--- config.mk ---
export PLATFORM = sky130hd
export DESIGN_NAME = bcd_to_binary_seq_flat
export DESIGN_NICKNAME = d
export VERILOG_FILES = /design/src/rtl/bcd_to_binary_seq_if.sv /design/src/rtl/bcd_to_binary_seq.sv /design/src/flat_wrapper.sv
export SDC_FILE = /design/constraint.sdc
export NUM_CORES = 1
export LEC_CHECK = 0
export ABC_AREA = 1
export BUFFER_PORTS_ARGS = -buffer_cell sky130_fd_sc_hd__buf_2
export CORE_MARGIN = 4
export CORE_UTILIZATION = 32
export DETAILED_ROUTE_END_ITERATION = 12
export HOLD_SLACK_MARGIN = 0.08
export PLACE_DENSITY = 0.53
export SYNTH_ARGS = -nofsm -noshare
export SYNTH_HDL_FRONTEND = slang
export SYNTH_SLANG_ARGS = --single-unit
export TNS_END_PERCENT = 5
--- constraint.sdc ---
create_clock -name clk -period 3 [get_ports clk]
set_clock_uncertainty 0.15 [all_clocks]
set_input_delay 0.6 -clock clk [delete_from_list [all_inputs] [get_ports clk]]
set_output_delay 0.6 -clock clk [all_outputs]
set_load 0.005 [all_outputs]
--- src/rtl/bcd_to_binary_seq_if.sv ---
// Valid/ready operand and result channels of the sequential BCD-to-binary converter.
interface bcd_to_binary_seq_if #(
  parameter int unsigned DIGITS = 7,
  parameter int unsigned OUT_W  = 32
);
  logic                  in_valid;
  logic                  in_ready;
  logic [4*DIGITS-1:0]   in_bcd;
  logic                  in_sign;
  logic                  out_valid;
  logic                  out_ready;
  logic [OUT_W-1:0]      out_bin;
  logic [1:0]            out_err;

  modport master (
    output in_valid, in_bcd, in_sign, out_ready,
    input  in_ready, out_valid, out_bin, out_err
  );

  modport slave (
    input  in_valid, in_bcd, in_sign, out_ready,
    output in_ready, out_valid, out_bin, out_err
  );
endinterface

--- src/rtl/bcd_to_binary_seq.sv ---
// Multi-cycle BCD-to-binary converter, one digit per cycle, MSD first.
// Optional build macro BCD2BIN_TWOS_COMP_EN selects a two's-complement result instead of sign-magnitude.
module bcd_to_binary_seq #(
  parameter int unsigned DIGITS = 7,
  parameter int unsigned OUT_W  = 32
) (
  input logic                clk,
  input logic                rst_n,
  bcd_to_binary_seq_if.slave bus
);

  localparam int unsigned BCD_W = 4 * DIGITS;
  // floor(DIGITS*log2(10)) + 1 bits hold 10^DIGITS - 1; one more is the guard bit
  localparam int unsigned ACC_W = (DIGITS * 3321928) / 1000000 + 2;
  localparam int unsigned CMP_W = ((ACC_W > OUT_W) ? ACC_W : OUT_W) + 1;
  localparam int unsigned CNT_W = (DIGITS > 1) ? $clog2(DIGITS) : 1;

  typedef enum logic [1:0] {
    S_IDLE = 2'd0,
    S_CONV = 2'd1,
    S_DONE = 2'd2
  } state_t;

  state_t             state;
  logic [BCD_W-1:0]   bcd_q;
  logic               sign_q;
  logic [ACC_W-1:0]   acc;
  logic [CNT_W-1:0]   cnt;
  logic               err_dig;

  logic [3:0]         digit_c;
  logic               dig_bad_c;
  logic [ACC_W-1:0]   acc_nxt_c;
  logic [CMP_W-1:0]   mag_c;
  logic [CMP_W-1:0]   lim_c;
  logic [OUT_W-1:0]   mag_trunc_c;
  logic [1:0]         err_c;
  logic [OUT_W-1:0]   res_c;

  // Digit step, overflow test and final result, valid on the last CONV cycle
  always_comb begin
    digit_c     = bcd_q[BCD_W-1 -: 4];
    dig_bad_c   = (digit_c > 4'd9);
    acc_nxt_c   = (acc << 3) + (acc << 1) + ACC_W'(digit_c);
    mag_c       = CMP_W'(acc_nxt_c);
    mag_trunc_c = mag_c[OUT_W-1:0];
`ifdef BCD2BIN_TWOS_COMP_EN
    lim_c = sign_q ? (CMP_W'(1) << (OUT_W - 1))
                   : ((CMP_W'(1) << (OUT_W - 1)) - CMP_W'(1));
    res_c = sign_q ? (~mag_trunc_c + OUT_W'(1)) : mag_trunc_c;
`else
    lim_c = (CMP_W'(1) << (OUT_W - 1)) - CMP_W'(1);
    res_c = {sign_q & (mag_c != '0), mag_c[OUT_W-2:0]};
`endif
    err_c = {(mag_c > lim_c), err_dig | dig_bad_c};
    if (err_c != 2'b00) begin
      res_c = '0;
    end
  end

  // Control FSM with registered handshake and result outputs
  always_ff @(posedge clk or negedge rst_n) begin
    if (!rst_n) begin
      state         <= S_IDLE;
      bus.in_ready  <= 1'b1;
      bus.out_valid <= 1'b0;
      bus.out_bin   <= '0;
      bus.out_err   <= 2'b00;
      acc           <= '0;
      cnt           <= '0;
      bcd_q         <= '0;
      sign_q        <= 1'b0;
      err_dig       <= 1'b0;
    end else begin
      case (state)
        S_IDLE: begin
          if (bus.in_valid && bus.in_ready) begin
            bcd_q        <= bus.in_bcd;
            sign_q       <= bus.in_sign;
            acc          <= '0;
            err_dig      <= 1'b0;
            cnt          <= CNT_W'(DIGITS - 1);
            bus.in_ready <= 1'b0;
            state        <= S_CONV;
          end
        end
        S_CONV: begin
          acc     <= acc_nxt_c;
          err_dig <= err_dig | dig_bad_c;
          bcd_q   <= bcd_q << 4;
          if (cnt == '0) begin
            bus.out_valid <= 1'b1;
            bus.out_bin   <= res_c;
            bus.out_err   <= err_c;
            state         <= S_DONE;
          end else begin
            cnt <= cnt - CNT_W'(1);
          end
        end
        S_DONE: begin
          // in_ready rises with the exit edge, so the handoff cycle never accepts
          if (bus.out_ready) begin
            bus.out_valid <= 1'b0;
            bus.in_ready  <= 1'b1;
            state         <= S_IDLE;
          end
        end
        default: begin
          bus.out_valid <= 1'b0;
          bus.in_ready  <= 1'b1;
          state         <= S_IDLE;
        end
      endcase
    end
  end

endmodule

--- src/flat_wrapper.sv ---
// flat-port wrapper written by rule: the top's interface ports become plain ports
module bcd_to_binary_seq_flat 
#(
  parameter int unsigned DIGITS = 7,
  parameter int unsigned OUT_W  = 32
)
  (clk, rst_n, bus_in_valid, bus_in_bcd, bus_in_sign, bus_out_ready, bus_in_ready, bus_out_valid, bus_out_bin, bus_out_err);
  bcd_to_binary_seq_if #(.DIGITS(DIGITS), .OUT_W(OUT_W)) bus_i ();
  input logic clk;
  input logic rst_n;
  input wire logic [$bits(bus_i.in_valid)-1:0] bus_in_valid;
  input wire logic [$bits(bus_i.in_bcd)-1:0] bus_in_bcd;
  input wire logic [$bits(bus_i.in_sign)-1:0] bus_in_sign;
  input wire logic [$bits(bus_i.out_ready)-1:0] bus_out_ready;
  output wire logic [$bits(bus_i.in_ready)-1:0] bus_in_ready;
  output wire logic [$bits(bus_i.out_valid)-1:0] bus_out_valid;
  output wire logic [$bits(bus_i.out_bin)-1:0] bus_out_bin;
  output wire logic [$bits(bus_i.out_err)-1:0] bus_out_err;
  assign bus_i.in_valid = bus_in_valid;
  assign bus_i.in_bcd = bus_in_bcd;
  assign bus_i.in_sign = bus_in_sign;
  assign bus_i.out_ready = bus_out_ready;
  assign bus_in_ready = bus_i.in_ready;
  assign bus_out_valid = bus_i.out_valid;
  assign bus_out_bin = bus_i.out_bin;
  assign bus_out_err = bus_i.out_err;
  bcd_to_binary_seq #(.DIGITS(DIGITS), .OUT_W(OUT_W)) u_core (.clk(clk), .rst_n(rst_n), .bus(bus_i));
endmodule
; ---- After elaboration in Yosys (flattened, before gate mapping)
; Cells that the tools add are included.
[totals]
elab_cells = 55
reg_bits = 94
output_inout_bits = 36
input_bits = 33
[classes]
mux = 19
n_reduce_logical = 12
bitwise_logic = 4
magnitude_cmp = 1
n_eq_ne = 6
addsub = 3
[op_table]
columns = operator, count
row1 = 28-bit one-hot mux with 2 select lines, 1
row2 = 24-bit one-hot mux with 2 select lines, 1
row3 = 32-bit 2-to-1 mux, 1
row4 = 28-bit 2-to-1 mux, 1
row5 = 25-bit adder, 1
row6 = 25-bit by 4-bit adder with 25-bit output, 1
row7 = 25-bit nonzero test, 1
row8 = 24-bit 2-to-1 mux, 1
row9 = 3-bit AND reduction, 4
row10 = 2-bit 2-to-1 mux, 3
row11 = 3-bit 2-to-1 mux, 2
row12 = 1-bit one-hot mux with 3 select lines, 2
row13 = 2-bit one-hot mux with 3 select lines, 1
row14 = 3-bit one-hot mux with 2 select lines, 1
row15 = 2-bit AND reduction, 3
row16 = "4-bit > comparator, second input constant", 1
row17 = 1-bit 2-to-1 mux, 4
row18 = "2-bit by 1-bit != test with 1-bit output, second input constant", 2
row19 = "2-bit != test, second input constant", 2
row20 = 3-bit zero test, 1
row21 = "3-bit by 1-bit subtractor with 3-bit output, second input constant", 1
row22 = "2-bit by 1-bit == test with 1-bit output, second input constant", 1
row23 = "2-bit == test, second input constant", 1
row24 = 2-bit zero test, 1
row25 = other kinds (6), 7

; ---- Logic depth before layout (Yosys ltp)
[logic_depth]
ltp_word = 5
mapped_depth = 19
ltp_nobuf = 19

; ---- Least setup slack after synthesis
; No wires, ideal clock.
[synth_timing]
kind = register -> register
from = register u_core.acc[0]
to = register u_core.bus.out_bin[31]
period_less_slack_ns = 2.592
arrival_time_ns = 2.326
n_path_buf = 0
path_stages_with_launch = 18
required_time_ns = 2.734
setup_slack_ns = 0.408
setup_ns = 0.116
cell_sequence = dfrtp_1 -> inv_1 -> fa_1 -> fa_1 -> inv_1 -> nand3_1 -> nand3_1 -> nand2_1 -> nand3_1 -> nand2_1 -> nand2_1 -> nand2_1 -> nand2_1 -> nand2_1 -> nor2_1 -> nand3_1 -> nand2_1 -> nand2_1
[synth_via]
elab_chain_len = 5
[synth_lines]
columns = item, line
row1 = start: declaration, bcd_to_binary_seq.sv:27  ; logic [ACC_W-1:0] acc;
row2 = start signal: assignment, bcd_to_binary_seq.sv:88  ; acc <= acc_nxt_c;
row3 = 25-bit adder, bcd_to_binary_seq.sv:44  ; acc_nxt_c = (acc << 3) + (acc << 1) + ACC_W'(digit_c);
row4 = 25-bit by 4-bit adder with 25-bit output, bcd_to_binary_seq.sv:44
row5 = 25-bit nonzero test, bcd_to_binary_seq.sv:53  ; res_c = {sign_q & (mag_c != '0), mag_c[OUT_W-2:0]};
row6 = 1-bit AND, bcd_to_binary_seq.sv:53
row7 = 32-bit 2-to-1 mux, bcd_to_binary_seq.sv:56  ; if (err_c != 2'b00) begin
row8 = end signal: assignment, bcd_to_binary_seq.sv:93  ; bus.out_bin <= res_c;
row9 = end: declaration, bcd_to_binary_seq_if.sv:22  ; output in_ready, out_valid, out_bin, out_err
; Every way passes these cells.
; A chain may end at the register's enable or synchronous reset.

; ---- Worst setup path after layout
[layout_timing]
from = register u_core.acc[1]
to = register u_core.bus.out_bin[31]
; Same word-level chain as after synthesis.

==> metrics.txt <==
outcome finished clean; later-pin clock latency in the skew report 0.34 ns; Final setup viols 0; RR Startpoint u_core.acc[1]$_DFFE_PN0P_; simple logic cell fraction of the synthesized area 25.3%; final net count a little under 900; Synth Warn # 0; gate count of the mapped netlist between 700 and 800; worst vdd ir roughly 0.47 mV; antenna-violating nets left 0; Final Hold Fails 0; DRT Pass-1 Iters 4; CTS buffer count 9; CTS tree yes; RR Endpoint u_core.bus.out_bin[31]$_DFFE_PN0P_; worst hold path type in2async; worst setup path endpoint u_core.bus.out_bin[31]$_DFFE_PN0P_; Synth top area share between 30% and 40%; Synth area leader dfrtp_1; Synth Area in XOR/XNOR less than 1%; PwrDens between 1000 and 1500 nW/um^2; Pleak roughly 3.5 nW; Die H about 140 microns; Site Rows 47; flop-to-flop setup slack 0.26 ns; Critical Path End Type register; Initial Utilization 33.1%; Crit path top cell by count nand3_1; number of global-route vias before repair roughly 4900; Combinational Power Share between 60% and 70%; via count approximately 4800; worst setup path startpoint u_core.acc[1]$_DFFE_PN0P_; commonest non-fill, non-tap cells in the layout nand2_1 (233), inv_1 (105), dfrtp_1 (87); Final min period around 2.7 ns; Max Fclk approximately 370 MHz; Worst EP required between 3 and 4 ns; Compound-Gate Fraction of Synth Area 13.1%; HPWL Detailed about 11 mm; wire per inst between 10 and 15 microns; CP peak stage delay 0.60 ns; GPL Wtd Cong 0.810; Max Cap Viol 0; RSZ-0062 raised after global routing no; Seq pwr share between 20 and 30%; TNS Setup 0 ns; Syn-to-layout area delta 15.3%; initial antenna violation count 0; vias per cell 4.66; Yosys reg bits 88; Clk pin slew, worst setup/hold paths ~0.070 ns; Tot GR Track Use around 15%; crit-path cells ha_1, ha_4, inv_1, fa_2, nand3_1, nor2_1, nand3_1, nor2_1, nand2_1, nor2_1, nand3_1, nor2_2, nand3_1, nand2_1, nand2_1; DIE WIDTH about 140 microns; Max FO, Critical Path 3; Root Buffer clkbuf_16; Post-Syn Area around 5600 sq um; first-pass GRT wire length roughly 24 mm; FF-to-FF path depth 15; crit share post-route approximately nine tenths; post-placement setup slack around 0.12 ns; most common cell after layout, fill and taps aside nand2_1; Clock Sinks 88; main combinational cell family by area after synthesis simple AND/OR/NAND/NOR gates; H-tree depth 3; Critical Path Start Type register; Worst Slack Setup Final between 0.2 and 0.3 ns; # IOs 69; synthesized area per cell roughly 7.5 sq um; mux contribution to synthesized area 0%; drc violations 0; Core Region 16800 sq um; antenna diode count 0; post-synth cell types 38; Seq/Total Area, Yosys 39.6%; Placed Cells slightly above 1000; share of post-route cells with drive strength above 1 14.3%; DP Area about 6100 sq um; total gr overflow 0; switch share 49.6%; P_int 4.06 mW; total chip power ~8.1 mW; final std cells w/o fill 1032; die area ~20000 sq um; Area contributors post-synth dfrtp_1 (39%), nand2_1 (16%), ha_1 (10%); Slew Limit Fails 0; IO Port Bufs 61; CTS hold repair buffers 0; crit path kind reg2reg; clock share of power about 13%; post-route cell area 6420 sq um; crit path max-delay cell type fa_2; largest net degree at the start of global routing between 50 and 60; crit path DAT approximately 2.8 ns; routed wire length around 14 mm; DRT iter0 DRCs 227; adder-cell share of the synthesized area approximately 11%; P_sw around 4.0 mW; Longest Clk Path Bufs 2
-- cell families (layout without fill, tap and decap cells) --
kind of cell	Yosys count	in the layout
xor+xnor	3	3
fa+ha+maj	48	48
buf+inv	138	200
simple gates	337	337
flops	88	88
compound gates	129	129
other cells	1	7
-- sequential cells by signal, indices dropped and copies added, names as in the netlist --
name and cells:
u_core.err_dig 1, u_core.bus.out_err 1, u_core.bus.out_valid 1, u_core.bus.out_bin 26
u_core.bcd_q 28, u_core.sign_q 1, u_core.state 2, u_core.bus.in_ready 1
u_core.acc 24, u_core.cnt 3
-- synth_stat cells --
| cell | count |
|---|---|
| inv_2 | 7 |
| and2_1 | 3 |
| xor2_1 | 1 |
| a22o_1 | 1 |
| o21ai_0 | 52 |
| xnor2_1 | 2 |
| nor2_1 | 39 |
| buf_4 | 9 |
| nand3_1 | 29 |
| fa_1 | 2 |
| ha_1 | 46 |
| dfrtp_1 | 87 |
| o21a_1 | 2 |
| o21ai_1 | 25 |
| nand3b_1 | 10 |
| nand4_1 | 8 |
| nand3_2 | 1 |
| nor2_4 | 1 |
| conb_1 | 1 |
| inv_1 | 105 |
| a31oi_1 | 1 |
| buf_6 | 3 |
| o22ai_1 | 2 |
| nand2_4 | 1 |
| a21oi_2 | 1 |
| nand2_1 | 237 |
| o211ai_1 | 24 |
| or2_1 | 1 |
| dfstp_2 | 1 |
| o31ai_1 | 1 |
| a21oi_1 | 17 |
| nor3_1 | 1 |
| a21o_1 | 2 |
| clkbuf_1 | 9 |
| nand2_2 | 3 |
| nor2_2 | 3 |
| o21bai_1 | 1 |
| buf_2 | 5 |
-- final cells by class --
type / count / area (sq um)
Clock inverter: 4 / 22.5
Timing Repair Buffer: 73 / 410
Tap cell: 220 / 275
Sequential cell: 88 / 2200
Clock buffer: 11 / 233
Fill cell: 1833 / 10400
Multi-Input combinational cell: 524 / 2860
Inverter: 112 / 420
-- power by group through the flow --
stage / sequential [mW] / clock [mW] / combinational, mW
global placement: 2.05 / 0 / 4.94
global route: 2.10 / 1.10 / 5.79
CTS: 2.04 / 1.05 / 4.94
floorplan: 1.99 / 0 / 3.50
finish: 2.03 / 1.02 / 5.00
detailed placement: 2.06 / 0 / 4.91
-- worst max-delay path: cells and delay by family, from the launching register on --
| kind | cells | cell delay [ns] |
|---|---|---|
| adder cells (fa/ha/maj) | 3 | 1.09 |
| AND/OR/NAND/NOR | 11 | 0.94 |
| flip-flops | 1 | 0.41 |
| buffers and inverters | 1 | 0.06 |
-- through the flow --
stage	utilization, %	hold slack (ns)
finish	38.2	0.0796
CTS	37.8	0.0952
floorplan	-	0.154
global route	38.2	0.112
global placement	36.3	0.318
detailed placement	36.3	0.327
-- repair_timing --
action,in CTS,in global routing
buffers inserted,0,2
gates resized for setup,0,14
endpoints found under the setup margin,0,2
-- routing by layer --
metal  up-vias  routed length (microns)  GRT usage [%]
met5         -                        0              0
met4         0                      128           3.21
met3        11                      561           2.90
met2        65                     6740           25.2
met1      2227                     6930           20.3
li1       2505                        -              -
-- worst min-delay path by stage --
stage / startpoint / end / slack [ns] / cells after the start
4_1_cts: rst_n / u_core.bcd_q[0]$_DFFE_PN0P_ / 0.1 / 1
3_3_place_gp: u_core.bus.out_bin[4]$_DFFE_PN0P_ / u_core.bus.out_bin[4]$_DFFE_PN0P_ / 0.32 / 2
5_1_grt: rst_n / u_core.bcd_q[0]$_DFFE_PN0P_ / 0.11 / 1
3_5_place_dp: u_core.bus.out_bin[23]$_DFFE_PN0P_ / u_core.bus.out_bin[23]$_DFFE_PN0P_ / 0.33 / 2
2_1_floorplan: rst_n / u_core.acc[0]$_DFFE_PN0P_ / 0.15 / 0
6_report: rst_n / u_core.bcd_q[0]$_DFFE_PN0P_ / 0.08 / 1
Note: power is estimated with default switching activity, not from simulation.
